$ cat src/rtl/cpu_step_ctrl.sv
// Run/step/breakpoint sequencer that gates the CPU clock-enable.
// Drives free-run, key-paced single-step, or a halt when the IF-stage PC reaches a breakpoint.
module cpu_step_ctrl #(
    parameter int unsigned PC_W        = 32,
    parameter int unsigned CNT_W       = 16,
    parameter int unsigned STEP_CYCLES = 1
) (
    input  logic             sysclk_i,
    input  logic             reset_ni,
    input  logic             key_step_i,
    input  logic             run_sw_i,
    input  logic             bp_en_i,
    input  logic [PC_W-1:0]  bp_addr_i,
    input  logic [PC_W-1:0]  pc_i,
    output logic             cpu_en_o,
    output logic             halted_o,
    output logic             bp_hit_o,
    output logic [1:0]       state_o,
    output logic [CNT_W-1:0] step_cnt_o
);

    localparam logic [1:0] StHalt  = 2'b00;
    localparam logic [1:0] StRun   = 2'b01;
    localparam logic [1:0] StStep  = 2'b10;
    localparam logic [1:0] StBreak = 2'b11;

    localparam logic [7:0] StepLoad = 8'(STEP_CYCLES - 1);

    logic [1:0]       state_q, state_d;
    logic [7:0]       remain_q, remain_d;
    logic             key_q;
    logic [CNT_W-1:0] step_cnt_q, step_cnt_d;

    logic key_rise;
    logic bp_match;
    logic cpu_en;
    logic unused_addr_lsbs;

    // Word-aligned compare: the byte-offset bits never participate.
    assign unused_addr_lsbs = ^{pc_i[1:0], bp_addr_i[1:0]};
    assign bp_match         = bp_en_i & (pc_i[PC_W-1:2] == bp_addr_i[PC_W-1:2]);
    assign key_rise         = key_step_i & ~key_q;

    // The instruction sitting on the breakpoint is never advanced in free-run.
    assign cpu_en = ((state_q == StRun) & ~bp_match) | (state_q == StStep);

    always_comb begin
        state_d  = state_q;
        remain_d = remain_q;
        case (state_q)
            StHalt: begin
                if (run_sw_i) begin
                    state_d = StRun;
                end else if (key_rise) begin
                    state_d  = StStep;
                    remain_d = StepLoad;
                end
            end
            StRun: begin
                if (!run_sw_i) begin
                    state_d = StHalt;
                end else if (bp_match) begin
                    state_d = StBreak;
                end
            end
            StStep: begin
                if (remain_q == 8'd0) begin
                    state_d = StHalt;
                end else begin
                    remain_d = remain_q - 8'd1;
                end
            end
            default: begin
                if (!run_sw_i) begin
                    state_d = StHalt;
                end else if (key_rise) begin
                    state_d  = StStep;
                    remain_d = StepLoad;
                end
            end
        endcase
    end

    always_comb begin
        step_cnt_d = step_cnt_q;
        if (cpu_en && (step_cnt_q != {CNT_W{1'b1}})) begin
            step_cnt_d = step_cnt_q + CNT_W'(1);
        end
    end

    always_ff @(posedge sysclk_i) begin
        if (!reset_ni) begin
            state_q    <= StHalt;
            remain_q   <= 8'd0;
            key_q      <= 1'b0;
            step_cnt_q <= '0;
        end else begin
            state_q    <= state_d;
            remain_q   <= remain_d;
            key_q      <= key_step_i;
            step_cnt_q <= step_cnt_d;
        end
    end

    assign cpu_en_o   = cpu_en;
    assign state_o    = state_q;
    assign halted_o   = (state_q == StHalt) | (state_q == StBreak);
    assign bp_hit_o   = (state_q == StBreak);
    assign step_cnt_o = step_cnt_q;

endmodule
$ cat config.mk
export PLATFORM = sky130hd
export DESIGN_NAME = cpu_step_ctrl
export DESIGN_NICKNAME = d
export VERILOG_FILES = /design/src/rtl/cpu_step_ctrl.sv
export SDC_FILE = /design/constraint.sdc
export NUM_CORES = 1
export LEC_CHECK = 0
export CORE_UTILIZATION = 38
export DETAILED_ROUTE_END_ITERATION = 6
export GPL_TIMING_DRIVEN = 0
export PLACE_DENSITY = 0.76
export SYNTH_ARGS = -nofsm -noshare
export SYNTH_HDL_FRONTEND = slang
export SYNTH_SLANG_ARGS = --single-unit
$ cat constraint.sdc
create_clock -name sysclk_i -period 2.3 [get_ports sysclk_i]
set_input_delay 0.575 -clock sysclk_i [delete_from_list [all_inputs] [get_ports sysclk_i]]
set_output_delay 0.575 -clock sysclk_i [all_outputs]
set_load 0.05 [all_outputs]
After elaboration in Yosys (flattened, before gate mapping)
Cells that the tools add are included.
{"block": "totals", "regBits": 27, "in_bits": 69, "out_inout_bits": 21, "wordCells": 41}
{"block": "op_classes", "add_sub_neg": 2, "n_eq_ne": 9, "muxes": 12, "bitwise": 8, "reduce_logical": 6}
{"op": "8-bit two-way mux", "n": 4}
{"op": "30-bit equality test", "n": 1}
{"op": "8-bit case mux with 3 select lines", "n": 1}
{"op": "16-bit by 1-bit adder with 16-bit output (second input constant)", "n": 1}
{"op": "16-bit inequality test (second input constant)", "n": 1}
{"op": "2-bit two-way mux", "n": 6}
{"op": "8-bit logical NOT", "n": 1}
{"op": "8-bit by 1-bit subtractor with 8-bit output (second input constant)", "n": 1}
{"op": "2-bit case mux with 3 select lines", "n": 1}
{"op": "2-bit equality test (second input constant)", "n": 2}
{"op": "2-bit inequality test (second input constant)", "n": 2}
{"op": "4-bit AND reduction", "n": 1}
{"op": "1-bit AND", "n": 3}
{"op": "3-bit inequality test (second input constant)", "n": 1}
{"op": "1-bit NOT", "n": 3}
{"op": "3-bit nonzero test", "n": 1}
{"op": "2-bit by 1-bit equality test with 1-bit output (second input constant)", "n": 1}
{"op": "2-bit logical NOT", "n": 1}
{"op": "2-bit by 1-bit inequality test with 1-bit output (second input constant)", "n": 1}
{"op": "1-bit OR", "n": 2}
{"op": "2-bit AND reduction", "n": 1}
{"op": "1-bit logical AND", "n": 1}

Depth between registers and ports, before layout
Gate-level depths: netlist of the first run.
{"block": "logic_depth", "word_depth": 6, "ltp_mapped": 9, "ltp_nobuf": 8}

Worst setup path after synthesis of the first run
No wires, ideal clock.
{"block": "synth_timing", "kind": "input-to-output", "start": "in bp_addr_i[13]", "end": "out cpu_en_o", "arrival_time_ns": 1.946, "t_required_ns": 1.725, "path_slack_ns": -0.221, "path_stages": 6, "path_buffers": 1, "path_cell_list": "xnor2_1 -> nand4_1 -> or4_1 -> o21ai_1 -> buf_4 -> nand2_1"}
{"block": "synth_via", "elab_chain_cells": 5}
{"item": "start: declaration", "line": "13", "rtl": "input logic [PC_W-1:0] bp_addr_i,"}
{"item": "30-bit equality test", "line": "41", "rtl": "assign bp_match = bp_en_i & (pc_i[PC_W-1:2] == bp_addr_i[PC_W-1:2]);"}
{"item": "1-bit AND", "line": "41"}
{"item": "1-bit NOT", "line": "45", "rtl": "assign cpu_en = ((state_q == StRun) & ~bp_match) | (state_q == StStep);"}
{"item": "1-bit AND", "line": "45"}
{"item": "1-bit OR", "line": "45"}
{"item": "end: declaration", "line": "15", "rtl": "output logic cpu_en_o,"}
Every way passes these cells.

Final worst setup path of the first run
{"block": "layout_timing", "start": "in pc_i[4]", "end": "out cpu_en_o"}
{"block": "layout_via", "elab_chain_cells": 5}
{"item": "start: declaration", "line": "14", "rtl": "input logic [PC_W-1:0] pc_i,"}
{"item": "30-bit equality test", "line": "41"}
{"item": "1-bit AND", "line": "41"}
{"item": "1-bit NOT", "line": "45"}
{"item": "1-bit AND", "line": "45"}
{"item": "1-bit OR", "line": "45"}
Every way passes these cells.

==> results of run 1 <==
[worst register-to-register path: stages, from the launching register on]
cell	delay [ns]
sky130_fd_sc_hd__dfxtp_1	0.34
sky130_fd_sc_hd__ha_1	0.26
sky130_fd_sc_hd__nand3_1	0.22
sky130_fd_sc_hd__nor3_4	0.09
sky130_fd_sc_hd__and2_0	0.15
sky130_fd_sc_hd__buf_2	0.15
sky130_fd_sc_hd__nor2_1	0.58
sky130_fd_sc_hd__a21oi_1	0.16
sky130_fd_sc_hd__o311ai_1	0.13
[cell families (layout without fill, tap and decap cells)]
family,count (synthesis),after routing,share of synthesized area [%]
and+or+nand+nor,111,111,28.7
AOI/OAI and AO/OA,40,40,14.7
xor gates and xnor gates,36,36,15.8
DFF,27,27,27.1
buffers and inverters,17,106,3.70
muxes,11,11,5.59
adders and majority gates,7,7,4.39
[through the flow]
step	utilization (%)	setup slack (ns)
6_report	61.1	-0.262
5_1_grt	61.1	-0.307
4_1_cts	61.4	-0.306
3_5_place_dp	60.5	-1.32
3_3_place_gp	60.5	-1.31
2_1_floorplan	-	-0.0268
[layer usage]
metal / routed length (um) / share of wire [%]
met1: 2400 / 45
met5: 0 / 0
met2: 2560 / 48
met4: 65 / 1.2
met3: 269 / 5.1
[timing repair]
item | 4_1_cts | 5_1_grt
gates resized for setup | 158 | 35
pin swaps | 31 | 23
setup endpoints to repair | 22 | 15
buffers inserted | 2 | 0
[power by group through the flow]
stage / combinational (uW) / clock [uW] / sequential [uW]
after floorplan: 748 / 0 / 734
after global placement: 1200 / 0 / 646
after detailed placement: 1210 / 0 / 646
after CTS: 1240 / 285 / 636
after global routing: 1350 / 298 / 653
final: 1240 / 273 / 637
[cell usage after synthesis (all sizes together) (2+ instances only)]
library cell / number / area, sq um
a211oi: 3 / 22.5
a21oi: 13 / 65.1
a221oi: 2 / 17.5
a311o: 2 / 20.0
a311oi: 2 / 23.8
a31oi: 2 / 12.5
and2: 3 / 18.8
and3: 2 / 12.5
and4: 4 / 35.0
buf: 4 / 25.0
clkbuf: 6 / 22.5
dfxtp: 27 / 541
ha: 7 / 87.6
inv: 7 / 26.3
mux2i: 10 / 100
nand2: 28 / 105
nand2b: 7 / 43.8
nand3: 17 / 85.1
nand4: 6 / 37.5
nor2: 22 / 85.1
nor3: 7 / 40.0
nor3b: 5 / 42.5
nor4: 6 / 37.5
o21a: 2 / 15.0
o21ai: 4 / 20.0
o311ai: 5 / 51.3
xnor2: 15 / 131
xor2: 21 / 184
[cell type report]
cell class                      count  area (sq um)
Fill cell                         468          1900
Multi-Input combinational cell    205          1510
Timing Repair Buffer               86           724
Sequential cell                    27           542
Tap cell                           67          83.8
Buffer                              9          50.0
Clock buffer                        3          41.3
Inverter                            7          26.3
Clock inverter                      1          5.00
[path summary, 6_finish.rpt]
| kind | start | end | slack (ns) |
|---|---|---|---|
| worst max register to register | step_cnt_o[0] | step_cnt_o[3] | 0.14 |
| worst min-delay path | step_cnt_o[1] | step_cnt_o[1] | 0.50 |
| worst max-delay path | pc_i[4] | cpu_en_o | -0.26 |
| worst min register to register | step_cnt_o[1] | step_cnt_o[1] | 0.50 |
[sequential cells by signal (all words and copies together), names as in the netlist]
name        count
key_q           1
remain_q        8
state_o         2
step_cnt_o     16
==> summary.md, run 1 <==
| Metric | Value |
|---|---|
| Number of standard-cell rows in the floorplan | `25` |
| Max-Slew Margin vs Limit | `50.2%` |
| Final Net Count | `415` |
| NetSw | `962 uW` |
| CTS H-tree depth | `1` |
| Final sum of negative setup slack | `-0.262 ns` |
| Cells after synthesis | `249` |
| Met2 track demand over resource in global routing | `33.0%` |
| Count of endpoints failing hold in the final timing report | `0` |
| Number of vias per cell | `5.19` |
| RSZ-0062 raised after global routing | `true` |
| HPWL after DPL | `4240 um` |
| Design area | `0.00298 sq mm` |
| Number of warnings reported in the yosys synthesis log | `0` |
| Number of top-level design ports | `90` |
| Kind of end point of the critical path | `primary output` |
| Slack of the critical path | `-0.262 ns` |
| Maximum clock rate | `390 MHz` |
| Overall die area | `0.00554 sq mm` |
| Count of antenna diodes in the layout | `0` |
| Global routing usage on met1 | `25.6%` |
| Area growth from synthesis to layout | `49.7%` |
| Mapped Nets | `325` |
| Via count | `2,102` |
| Vias in the first global route | `1,891` |
| Max stage delay cell, worst path | `sky130_fd_sc_hd__or4_4` |
| Port Buffers | `84` |
| Internal power | `1180 uW` |
| Post-synth EDFFs | `0` |
| Clock network power share | `12.7%` |
| Total number of cells along the worst setup path | `8` |
| Commonest cells after routing, fill and taps aside | `sky130_fd_sc_hd__nand2_1, sky130_fd_sc_hd__dfxtp_1, sky130_fd_sc_hd__nor2_1` |
| Instance count after placement with tap cells included | `400` |
| Required time worst endpoint | `1.73 ns` |
| Final RePlAce weighted congestion | `0.800` |
| Setup skew after layout | `0.00645 ns` |
| Worst Reg2Reg Path Length in Cells | `8` |
| Most common cell after layout, fill and taps aside | `sky130_fd_sc_hd__nand2_1` |
| Outcome | `complete, but fails checks` |
| Layer carrying the most global-route usage | `met2` |
| Initial antenna violation count | `0` |
| Wire length of the first global-routing pass | `8360 um` |
| Pre-antenna DRT Iters | `4` |
| Synthesized area per cell | `8.00 sq um` |
| Sequential area share after synthesis | `27.1%` |
| Category of the critical setup timing path | `primary input to primary output` |
| TritonCTS clock tree | `done` |
| Hold Buf Count CTS | `0` |
| Predominant post-synthesis flop cell | `sky130_fd_sc_hd__dfxtp_1` |
| Number of cells on the worst hold path | `2` |
| Ys async rst share | `0%` |
| Actual transition at the worst max-transition pin | `0.744 ns` |
| Post-layout min period | `2.56 ns` |
| Post-route clock period utilization | `111%` |
| Drc violations | `0` |
| Placed cell area | `0.00295 sq mm` |
| Clock transition at the register clock pins on the worst setup and hold paths after CTS | `0.09 ns` |
| Type of the tightest min-delay check | `register to register` |
| Synthesis-stage register bit count | `27` |
| Width of the die | `74.4 um` |
| Buffer depth of the longest clock path | `2` |
| Leakage | `0.00123 uW` |
| Power after layout | `2150 uW` |
| Layout cell share with drive strength beyond 1 | `21.3%` |
| Clock buffers created by TritonCTS | `3` |
| DRT antenna net count | `0` |
| Wire length reported by the detailed router | `5290 um` |
| Initial standard-cell utilization of the core | `40.8%` |
| Worst skew pair latency | `0.28 ns` |
| Pin count of the biggest net entering global routing | `16` |
| First-iteration detailed-routing DRC count | `192` |
| TritonCTS sink count | `27` |
| Maximum resistive drop on vdd | `0.692 mV` |
| Max-cap violations | `0` |
| Setup-failing EPs final | `1` |
| Slowest cell delay on critical path | `0.57 ns` |
| Met3 Use GR | `3.66%` |
| Overflow after GRT | `0` |
| Root buffer cell | `sky130_fd_sc_hd__clkbuf_8` |
| Power per cell area | `719 mW/mm^2` |
| Delay-heaviest family, CP | `simple AND/OR/NAND/NOR gates` |
| Maximum fanout along the worst path | `2` |
| Y dimension of the die | `74.4 um` |
| Area of the core | `0.00488 sq mm` |
| Crit path buffers/inverters | `3` |
| WL per Instance | `13.1 um` |
| Violations in the final reports | `negative setup slack` |
| Worst hold slack | `0.503 ns` |
| Post-route insts no fill | `405` |
| Switching power share of the total | `44.9%` |
| Crit path launch type | `primary input` |
| Netlist area before placement | `0.00199 sq mm` |
| Part of the total power dissipated in sequential elements | `29.7%` |
| Worst path arrival time | `1.99 ns` |
| All-layer global routing usage | `19.5%` |
| Crit path cell chain | `buf_6 > xnor2_2 > nand4_1 > or4_4 > o21ai_4 > buf_6 > nand2_8 > buf_8` |
| Combinational share of power | `57.6%` |
| Most frequent CP cell | `sky130_fd_sc_hd__buf_6` |
| Number of library cell types mapped by synthesis | `46` |
| Total count of max-transition violations in the final report | `0` |
(Power assumes the default switching activity.)
==> run 2: changes to the inputs <==
GPL_ROUTABILITY_DRIVEN = 0   (was not set)
==> results of run 2 <==
Same layout as run 1: the final DEF is identical, and so are final timing and power.
